$ cat src/rtl/fifo_pkg.sv
// Shared definitions for the parametrised single-clock FIFO.
// Latency: n/a (types, constants and a width helper only).
// Backpressure: n/a.
package fifo_pkg;

    // Read-mode selectors for the FWFT parameter
    localparam int FIFO_STD  = 0;
    localparam int FIFO_FWFT = 1;

    // Status flags, grouped so monitors can sample them as one word
    typedef struct packed {
        logic empty;
        logic full;
        logic almost_full;
        logic almost_empty;
        logic overflow;
        logic underflow;
    } fifo_status_t;

    // Address width for a given power-of-two depth
    function automatic int addr_w(input int depth);
        return $clog2(depth);
    endfunction

endpackage

$ cat src/rtl/fifo_mem.sv
// DATA_W x DEPTH register array: one synchronous write port, one async read port.
// Latency: write lands on the rising edge; read data is combinational from raddr_i.
// Backpressure: none; the owner gates we_i with its own acceptance logic.
module fifo_mem
    import fifo_pkg::*;
#(
    parameter int DATA_W = 8,
    parameter int DEPTH  = 16
) (
    input  logic                      clk_i,
    input  logic                      we_i,
    input  logic [addr_w(DEPTH)-1:0]  waddr_i,
    input  logic [DATA_W-1:0]         wdata_i,
    input  logic [addr_w(DEPTH)-1:0]  raddr_i,
    output logic [DATA_W-1:0]         rdata_o
);

    logic [DATA_W-1:0] mem_q [DEPTH];

    // Storage is deliberately not reset; only the pointers define validity
    always_ff @(posedge clk_i) begin
        if (we_i) begin
            mem_q[waddr_i] <= wdata_i;
        end
    end

    assign rdata_o = mem_q[raddr_i];

endmodule

$ cat src/rtl/sync_fifo_param.sv
// Single-clock FIFO with occupancy count, almost-full/empty thresholds and optional FWFT read.
// Latency: flags/count valid one cycle after the causing edge; std data one cycle after rd accept.
// Backpressure: writes rejected when full (unless a read frees a slot), reads rejected when empty.
module sync_fifo_param
    import fifo_pkg::*;
#(
    parameter int DATA_W    = 8,
    parameter int DEPTH     = 16,
    parameter int AF_THRESH = 14,
    parameter int AE_THRESH = 2,
    parameter int FWFT      = 0
) (
    input  logic                         clock,
    input  logic                         rst,
    input  logic                         wr,
    input  logic                         rd,
    input  logic [DATA_W-1:0]            data_in,
    output logic [DATA_W-1:0]            data_out,
    output logic                         empty,
    output logic                         full,
    output logic                         almost_full,
    output logic                         almost_empty,
    output logic [$clog2(DEPTH):0]       count,
    output logic                         overflow,
    output logic                         underflow
);

    localparam int AW = addr_w(DEPTH);
    localparam int CW = AW + 1;

    // Reject illegal configurations at elaboration
    if ((DEPTH < 2) || ((DEPTH & (DEPTH - 1)) != 0)) begin : g_bad_depth
        $error("sync_fifo_param: DEPTH must be a power of two and at least 2");
    end
    if ((AF_THRESH < 1) || (AF_THRESH > DEPTH)) begin : g_bad_af
        $error("sync_fifo_param: AF_THRESH must lie in 1..DEPTH");
    end
    if ((AE_THRESH < 0) || (AE_THRESH > DEPTH - 1)) begin : g_bad_ae
        $error("sync_fifo_param: AE_THRESH must lie in 0..DEPTH-1");
    end
    if ((FWFT != FIFO_STD) && (FWFT != FIFO_FWFT)) begin : g_bad_mode
        $error("sync_fifo_param: FWFT must be 0 or 1");
    end

    logic [AW-1:0]     wr_ptr_q;
    logic [AW-1:0]     rd_ptr_q;
    logic [CW-1:0]     count_q;
    logic [CW-1:0]     count_d;
    fifo_status_t      status_q;
    fifo_status_t      status_d;
    logic              wr_acc;
    logic              rd_acc;
    logic [DATA_W-1:0] rd_dat;

    // A read on a full FIFO frees the slot the concurrent write needs
    assign wr_acc = wr & (~status_q.full | rd);
    assign rd_acc = rd & ~status_q.empty;

    fifo_mem #(
        .DATA_W (DATA_W),
        .DEPTH  (DEPTH)
    ) u_mem (
        .clk_i   (clock),
        .we_i    (wr_acc),
        .waddr_i (wr_ptr_q),
        .wdata_i (data_in),
        .raddr_i (rd_ptr_q),
        .rdata_o (rd_dat)
    );

    // Next occupancy and the flags derived from it, registered below
    always_comb begin
        count_d               = count_q + CW'(wr_acc) - CW'(rd_acc);
        status_d              = '0;
        status_d.empty        = (count_d == '0);
        status_d.full         = (count_d == CW'(DEPTH));
        status_d.almost_full  = (count_d >= CW'(AF_THRESH));
        status_d.almost_empty = (count_d <= CW'(AE_THRESH));
        status_d.overflow     = wr & ~wr_acc;
        status_d.underflow    = rd & ~rd_acc;
    end

    // Pointers, occupancy and status; pointers wrap by natural overflow
    always_ff @(posedge clock or negedge rst) begin
        if (!rst) begin
            wr_ptr_q              <= '0;
            rd_ptr_q              <= '0;
            count_q               <= '0;
            status_q              <= '0;
            status_q.empty        <= 1'b1;
            status_q.almost_empty <= 1'b1;
        end else begin
            if (wr_acc) begin
                wr_ptr_q <= wr_ptr_q + 1'b1;
            end
            if (rd_acc) begin
                rd_ptr_q <= rd_ptr_q + 1'b1;
            end
            count_q  <= count_d;
            status_q <= status_d;
        end
    end

    if (FWFT == FIFO_FWFT) begin : g_fwft
        // Head word shown directly; forced to zero while empty so reset reads 0
        assign data_out = status_q.empty ? '0 : rd_dat;
    end else begin : g_std
        logic [DATA_W-1:0] dout_q;

        // Registered read: capture the head on an accepted read, hold otherwise
        always_ff @(posedge clock or negedge rst) begin
            if (!rst) begin
                dout_q <= '0;
            end else if (rd_acc) begin
                dout_q <= rd_dat;
            end
        end

        assign data_out = dout_q;
    end

    assign empty        = status_q.empty;
    assign full         = status_q.full;
    assign almost_full  = status_q.almost_full;
    assign almost_empty = status_q.almost_empty;
    assign overflow     = status_q.overflow;
    assign underflow    = status_q.underflow;
    assign count        = count_q;

endmodule

$ cat config.mk
export PLATFORM = sky130hd
export DESIGN_NAME = sync_fifo_param
export DESIGN_NICKNAME = d
export VERILOG_FILES = /design/src/rtl/fifo_pkg.sv /design/src/rtl/fifo_mem.sv /design/src/rtl/sync_fifo_param.sv
export SDC_FILE = /design/constraint.sdc
export NUM_CORES = 1
export LEC_CHECK = 0
export ABC_AREA = 1
export CORE_ASPECT_RATIO = 0.7
export CORE_MARGIN = 4
export CORE_UTILIZATION = 40
export CTS_BUF_LIST = sky130_fd_sc_hd__clkbuf_16
export CTS_CLUSTER_SIZE = 20
export DETAILED_ROUTE_END_ITERATION = 10
export GPL_ROUTABILITY_DRIVEN = 0
export GPL_TIMING_DRIVEN = 0
export PLACE_DENSITY_LB_ADDON = 0.3
export SLEW_MARGIN = 5
export SYNTH_ARGS = -nofsm -noshare
export SYNTH_HDL_FRONTEND = slang
export SYNTH_SLANG_ARGS = --single-unit
$ cat constraint.sdc
create_clock -name clock -period 6 [get_ports clock]
set_input_delay 0.9 -clock clock [delete_from_list [all_inputs] [get_ports clock]]
set_output_delay 0.9 -clock clock [all_outputs]
set_load 0.02 [all_outputs]
## Yosys cells after proc, flatten, opt, wreduce, memory -nomap -nowiden

Memory sizes are Yosys's and may differ from the RTL's. A register that Yosys moved wholly into a read port is not among the register bits.
Cells that the tools add are included.

- Add/subtract/negate cells: 4
- $lt $le $gt $ge: 2
- Eq/ne operators: 1
- Mux-type cells: 2
- Bitwise gates (word level): 9
- Reductions and logical operators: 2

Operators with widths:

| operator | count |
|---|---|
| adder 4 x 1 -> 4 bit (second input constant) | 2 |
| adder 5 x 1 -> 5 bit | 1 |
| == test 5 bit (second input constant) | 1 |
| greater-or-equal comparator 5 x 4 -> 1 bit (second input constant) | 1 |
| less-or-equal comparator 5 x 2 -> 1 bit (second input constant) | 1 |
| logical NOT 5 bit | 1 |
| subtractor 5 x 1 -> 5 bit | 1 |
| AND 1 bit | 4 |
| inverter 1 bit | 4 |
| 2-to-1 mux 1 bit | 2 |
| logical NOT 1 bit | 1 |
| OR 1 bit | 1 |

- Flip-flop bits (word level): 19
- Memory bits (writable): 128
- Memories: 1

Memories:

| memory | depth | width | read ports | clocked after memory_dff | wr ports | line | source |
|---|---|---|---|---|---|---|---|
| u_mem.mem_q | 16 | 8 | 1 | 1 | 1 | fifo_mem.sv:18 | `logic [DATA_W-1:0] mem_q [DEPTH];` |

## Depth between registers and ports, before layout

Gate-level depths: netlist (run 1).

- Word-level depth: 6
- Mapped depth: 12
- Gate-level depth less buffers: 11

## Modules after synthesis

From an unflattened synthesis (run 1), not the netlist that was laid out.

- Cells, all modules: 683
- Area, all modules: 6885.4 um2

By module, submodules not included:

| module | times used | cells an instance | area an instance (um2) | sequential area each (um2) |
|---|---|---|---|---|
| fifo_mem | 1 | 543 | 5606.6 | 3843.7 |
| sync_fifo_param | 1 | 140 | 1278.7 | 678.2 |

## Worst setup path after synthesis (run 1)

Ideal clock, no wire load.

- Kind: input-to-reg
- From: input port rd
- To: register, netlist name empty
- Setup time: 67 ps
- Arrival: 2682 ps
- Path slack: 3251 ps
- Stages: 12
- Cell sequence: inv_1 > nor2_1 > buf_2 > ha_1 > inv_1 > ha_1 > fa_1 > nand3_1 > nand2_1 > xor2_1 > inv_1 > nor2_1

RTL lines:

| what | line | source |
|---|---|---|
| from (decl) | sync_fifo_param.sv:16 | `input logic rd,` |

==> key figures, run 1 <==
Run status
  • Status: finished, final reports clean

CTS
  • Worst-path clk slew: roughly 0.06 ns
  • Worst-skew pair later-pin latency: between 0.4 and 0.5 ns
  • H-tree levels: 4
  • Number of buffers created by CTS: 17
  • TritonCTS clock tree: yes
  • Post-cts sizing count: 0
  • Setup bufs post-CTS: 0
  • Clock Sinks: 155
  • Max Root-Sink Buffers: 2
  • # hold bufs at CTS: 0
  • CTS root buf: clkbuf_16

Critical path
  • CP max-delay cell: clkdlybuf4s50_1
  • Worst EP arrival: around 3.7 ns
  • Cell Chain, Critical Path: clkdlybuf4s50_1 -> inv_1 -> nor2_1 -> buf_2 -> ha_1 -> inv_1 -> ha_1 -> fa_1 -> nand3_1 -> nand2_1 -> xor2_1 -> inv_1 -> nor2_1
  • Cell count of the worst reg-to-reg path: 11
  • Crit path to: empty$_DFF_PN1_
  • Crit start category: input pin
  • Crit path launch: rd
  • Most used cell, CP: inv_1
  • Max Fanout on Critical Path: 10
  • Required @ worst endpoint: ~6.4 ns
  • Slowest stage delay, CP: 0.52 ns
  • Worst setup path category: input pin to flop
  • R2R Setup Slk: 3.31 ns
  • Worst reg2reg path startpoint: empty$_DFF_PN1_
  • FF-to-FF End: empty$_DFF_PN1_
  • Critical Path Sink Type: flop

Die
  • Row cnt: 38
  • Die Ht: 113.8 um
  • Core Box Area: 0.01560 mm^2
  • Die area: 0.01811 mm^2
  • Die Wd: 159.1 um
  • Top-Level Pins: 31
  • Initial Utilization: 0.4101

STA
  • Slew Limit Headroom: 0.4582
  • RSZ-0062 raised after global routing: false
  • Final worst path period share: 0.5625
  • Highest clock rate: 296.3 MHz
  • Fin crit period: 3.375 ns
  • Slew Viols, Final: 0
  • Fin. Hold Viols: 0
  • Sum Neg Setup Slack: 0 ns
  • Final setup violation count: 0
  • Worst Skew: between 0.01 and 0.015 ns
  • Actual slew at the worst max-slew pin: 0.8101 ns

Synth
  • Mapped Area: 0.006395 mm^2
  • Yosys cell types: 22
  • Yosys warning total: 0
  • Post-synthesis cell count: around 560
  • Synthesis-stage register bit count: 155
  • Post-synthesis sequential area ratio: 0.7071
  • Syn Nets: 582
  • Post-Syn Area per Cell: 11.44 um^2

Finish
  • Nets: 631
  • N_diodes: 0
  • Final core utilization: 0.4807
  • Most frequent cells in the layout: nand2_1 (209), edfxtp_1 (128), nand3_1 (99)
  • Synth-to-layout area growth: 17.24%
  • Most common cell after layout, fill and taps aside: nand2_1
  • Layout cell share with drive strength beyond 1: 0.08548

Global route
  • Largest net degree at the start of global routing: 28
  • Aggregate global-route resource usage: 0.1776
  • Initial antenna violation count: 1
  • Vias in the first global route: 4323
  • First-pass GRT wire length: 24.21 mm
  • GR Overflow Total: 0

Routing
  • Routed WL: 15.39 mm
  • Drt wl/cell: 18.76 um
  • Vias post-DR: 4311
  • DRC violations left: 0
  • Iteration-0 DRC Markers: 448
  • Post-route ant nets: 0
  • DR vias/cell: 5.257
  • Initial DRT Pass Iterations: 5

Pwr
  • Power Total: 4013 uW
  • PD cells: 535.2 mW/mm^2
  • Worst IR drop on VDD: 0.0002310 V
  • Pleak: 0.002956 uW

Flow run
  • Maxcap violations: 0

Place
  • Port Buffer Count: 30
  • DP HPWL: 10.90 mm

Min path
  • Worst hold path type: flop to flop
synth_stat cells:
library cell / n / area (um^2)
inv_1: 17 / 63.81
xor2_1: 10 / 87.58
inv_2: 1 / 3.750
clkinv_1: 2 / 7.510
buf_4: 3 / 22.52
nand2_1: 209 / 784.5
a21oi_1: 3 / 15.01
ha_1: 10 / 125.1
dfrtp_1: 25 / 625.6
clkbuf_1: 4 / 15.01
o21ai_0: 2 / 10.01
nand4_1: 2 / 12.51
nor3_1: 1 / 5.000
dfstp_2: 2 / 52.55
nor2_1: 20 / 75.07
edfxtp_1: 128 / 3844
and3_1: 1 / 6.260
buf_2: 14 / 70.07
nand3_1: 99 / 495.5
fa_1: 1 / 20.02
o21ai_2: 1 / 8.760
buf_6: 4 / 45.04
how the worst min path moves through the flow:
stage,startpoint,to,slack (ns),depth (start not counted)
2_1_floorplan,empty$_DFF_PN1_,underflow$_DFF_PN0_,0.52,2
3_3_place_gp,data_out[5]$_DFFE_PN0P_,data_out[5]$_DFFE_PN0P_,0.47,2
4_1_cts,data_out[5]$_DFFE_PN0P_,data_out[5]$_DFFE_PN0P_,0.48,2
3_5_place_dp,data_out[5]$_DFFE_PN0P_,data_out[5]$_DFFE_PN0P_,0.47,2
5_1_grt,data_out[5]$_DFFE_PN0P_,data_out[5]$_DFFE_PN0P_,0.51,2
6_report,data_out[5]$_DFFE_PN0P_,data_out[5]$_DFFE_PN0P_,0.48,2
kinds of logic after synthesis:
family,share of synthesized area
AND/OR/NAND/NOR,0.2156
flip-flops,0.7071
buffers and inverters,0.03561
adder cells (fa/ha/maj),0.02270
XOR/XNOR,0.01370
AO/OA/AOI/OAI,0.005282
flip-flops by register name (all words and copies together), names as in the netlist:
name          flops
almost_empty      1
almost_full       1
count             5
data_out          8
empty             1
full              1
overflow          1
rd_ptr_q          4
u_mem.mem_q     128
underflow         1
wr_ptr_q          4
worst max-delay path: cells and delay by family:
| family | cells | cell delay (ns) |
|---|---|---|
| simple gates | 4 | 0.73 |
| buf+inv | 5 | 1.06 |
| fa+ha+maj | 3 | 0.78 |
| xor+xnor | 1 | 0.26 |
through the flow:
| step | hold WS, ns | worst slack, ns | area [um^2] | cells |
|---|---|---|---|---|
| finish | 0.4800 | 2.625 | 7497 | 820 |
| global route | 0.5102 | 2.404 | 7497 | 820 |
| CTS | 0.4844 | 2.632 | 7502 | 820 |
| detailed placement | 0.4682 | 2.207 | 6945 | 789 |
| global placement | 0.4665 | 2.250 | 6945 | 789 |
| floorplan | 0.5221 | 3.251 | 6395 | 559 |
final cells by class:
class                   count  area (um^2)
clock buffers              17        425.4
clock inverters            14        131.4
plain buffers              25        152.6
flip-flops and latches    155         4522
repair buffers             30        295.3
multi-input cells         359         1645
fillers                  1395         8098
well taps                 200        250.2
inverters                  20        75.07
per-layer routing:
layer	vias up	track usage	part of all wire
met5	-	0	0
met4	0	0.06012	0.012
met3	19	0.05128	0.098
met2	150	0.2578	0.43
met1	2135	0.2585	0.46
li1	2007	-	-
power by group:
part           internal [uW]  switching, uW
Clock                    604            415
Sequential              1360           74.7
Combinational            503           1060
Total                   2460           1550
(Power assumes the default switching activity.)
==> run 2, diff against run 1 <==
==> constraint.sdc (replaced) <==
create_clock -name clock -period 2.7 [get_ports clock]
set_input_delay 0.405 -clock clock [delete_from_list [all_inputs] [get_ports clock]]
set_output_delay 0.405 -clock clock [all_outputs]
set_load 0.02 [all_outputs]
==> key figures, run 2 (synthesis gave the netlist of run 1 again) <==
Die
  • Initial Utilization: 0.4101 (unchanged)
  • Die area: 0.01811 mm^2 (unchanged)
  • Row cnt: 38 (unchanged)
  • Top-Level Pins: 31 (unchanged)
  • Core Box Area: 0.01560 mm^2 (unchanged)
  • Die Ht: 113.8 um (unchanged)
  • Die Wd: 159.1 um (unchanged)

Routing
  • Initial DRT Pass Iterations: 5 (unchanged)
  • DR vias/cell: 5.238 (-0.37%)
  • Iteration-0 DRC Markers: 440 (-1.8%)
  • Post-route ant nets: 0 (unchanged)
  • Drt wl/cell: 18.76 um (about the same)
  • Routed WL: 15.39 mm (about the same)
  • DRC violations left: 0 (unchanged)
  • Vias post-DR: 4295 (-0.37%)

STA
  • Highest clock rate: roughly 390 MHz
  • Final setup violation count: 0 (unchanged)
  • Actual slew at the worst max-slew pin: 0.8224 ns (+0.01230 ns)
  • RSZ-0062 raised after global routing: true
  • Sum Neg Setup Slack: 0 ns (unchanged)
  • Slew Viols, Final: 0 (unchanged)
  • Fin. Hold Viols: 0 (unchanged)
  • Worst Skew: 0.01236 ns (+0.00001700 ns)
  • Slew Limit Headroom: 0.4500 (-0.008223)
  • Fin crit period: 2.539 ns
  • Final worst path period share: 0.9402

Critical path
  • Worst EP arrival: 2.84 ns (-0.88 ns)
  • Worst setup path category: input pin to flop
  • R2R Setup Slk: 0.24 ns (-3.07 ns)
  • Critical Path Sink Type: flop
  • Required @ worst endpoint: 3.00 ns (-3.35 ns)
  • Max Fanout on Critical Path: 10 (unchanged)
  • Crit start category: input pin

Finish
  • Nets: 631 (unchanged)
  • Largest register FFs: 128 (unchanged)
  • Final core utilization: 0.4819 (+0.001123)
  • Synth-to-layout area growth: 17.51%
  • Reg with most FFs: u_mem.mem_q
  • Most common cell after layout, fill and taps aside: nand2_1
  • Finished Cell Area: 0.007515 mm^2 (+0.23%)
  • N_diodes: 0 (unchanged)
  • Layout cell share with drive strength beyond 1: 0.08871 (+0.003226)
  • Fin cells: 820 (unchanged)
  • Most frequent cells in the layout: nand2_1 (209), edfxtp_1 (128), nand3_1 (99)

CTS
  • Worst-path clk slew: 0.06 ns (about the same)
  • Max Root-Sink Buffers: 2 (unchanged)
  • TritonCTS clock tree: yes
  • Clock Sinks: 155 (unchanged)
  • Number of buffers created by CTS: 17 (unchanged)
  • CTS root buf: clkbuf_16
  • H-tree levels: 4 (unchanged)
  • Worst-skew pair later-pin latency: 0.42 ns (about the same)

Run status
  • Status: finished, final reports clean

Pwr
  • Pleak: 0.002959 uW (+0.12%)
  • Worst IR drop on VDD: 0.0005115 V (+120%)
  • PD cells: 1190 mW/mm^2 (+120%)

Min path
  • Worst hold path type: input pin to async pin

Flow run
  • Maxcap violations: 0 (unchanged)

Place
  • DP HPWL: 10.90 mm (unchanged)
  • Post-Place Cells: 789 (unchanged)
  • Port Buffer Count: 30 (unchanged)
  • Post-Place Cell Area: 0.006945 mm^2 (unchanged)

Global route
  • Largest net degree at the start of global routing: 28 (unchanged)
  • First-pass GRT wire length: 24.24 mm (+0.11%)
  • Vias in the first global route: 4323 (unchanged)
  • GR Overflow Total: 0 (unchanged)
  • Aggregate global-route resource usage: 0.1779 (+0.0003185)
  • Initial antenna violation count: 1 (unchanged)
[run 2: cell type report]
type	count	area, um^2
repair buffers	30	295.3
clock buffers	17	425.4
well taps	200	250.2
inverters	20	75.07
clock inverters	14	131.4
multi-input cells	359	1660
flip-flops and latches	155	4522
fillers	1390	8080
plain buffers	25	155.1
[run 2: per-layer routing]
metal  routed length (um)  global-route usage  vias to the layer above  share of wire
met5                    0                   0                        -              0
met4                  206             0.06012                        0          0.013
met3                 1449             0.05128                       23          0.094
met2                 6610              0.2586                      174           0.43
met1                 7119              0.2587                     2096           0.46
li1                     -                   -                     2002              -
[run 2: where the power goes]
group / total, uW / switching [uW] / internal, uW
Clock: 2270 / 924 / 1340
Sequential: 3180 / 170 / 3010
Combinational: 3490 / 2360 / 1130
[run 2: final timing paths]
kind                                         start                      end  depth (start not counted)
max in group asynchronous                      rst  wr_ptr_q[3]$_DFFE_PN0P_                          1
setup reg to reg                   empty$_DFF_PN1_           full$_DFF_PN0_                         10
hold / removal                                 rst  data_out[6]$_DFFE_PN0P_                          1
hold reg to reg            data_out[5]$_DFFE_PN0P_  data_out[5]$_DFFE_PN0P_                          2
min in group clock         data_out[5]$_DFFE_PN0P_  data_out[5]$_DFFE_PN0P_                          2
setup / recovery                                rd           full$_DFF_PN0_                         12
[run 2: repair_timing]
action	CTS	global route
hold endpoints to repair	0	0
setup endpoints to repair	5	5
setup buffers	0	0
hold buffers	0	0
gates resized for setup	2	2
gates cloned	0	0
[run 2: worst max-delay path: stages]
cell	delay [ns]
clkdlybuf4s50_1	0.52
inv_1	0.10
nor2_4	0.20
buf_4	0.23
ha_1	0.15
inv_1	0.04
ha_1	0.20
fa_1	0.41
xor2_1	0.35
nor3_1	0.09
nand2_1	0.10
nor2_1	0.05
[run 2: metrics by stage]
step	worst slack, ns	power, uW	hold WS (ns)
6_report	0.1614	8941	0.01585
5_1_grt	-0.02661	9515	0.06983
4_1_cts	0.05827	8897	0.4844
3_5_place_dp	-0.5985	6639	0.4682
3_3_place_gp	-0.5548	6541	0.4665
2_1_floorplan	0.3564	5418	0.1094
==> run 3, diff against run 2 <==
--- a/config.mk
+++ b/config.mk
@@ -6,6 +6,7 @@
 export NUM_CORES = 1
 export LEC_CHECK = 0
 export ABC_AREA = 1
+export CAP_MARGIN = 5
 export CORE_ASPECT_RATIO = 0.7
 export CORE_MARGIN = 4
 export CORE_UTILIZATION = 40
==> results of run 3 <==
The final DEF is identical to that of run 2; final timing and power are the same.
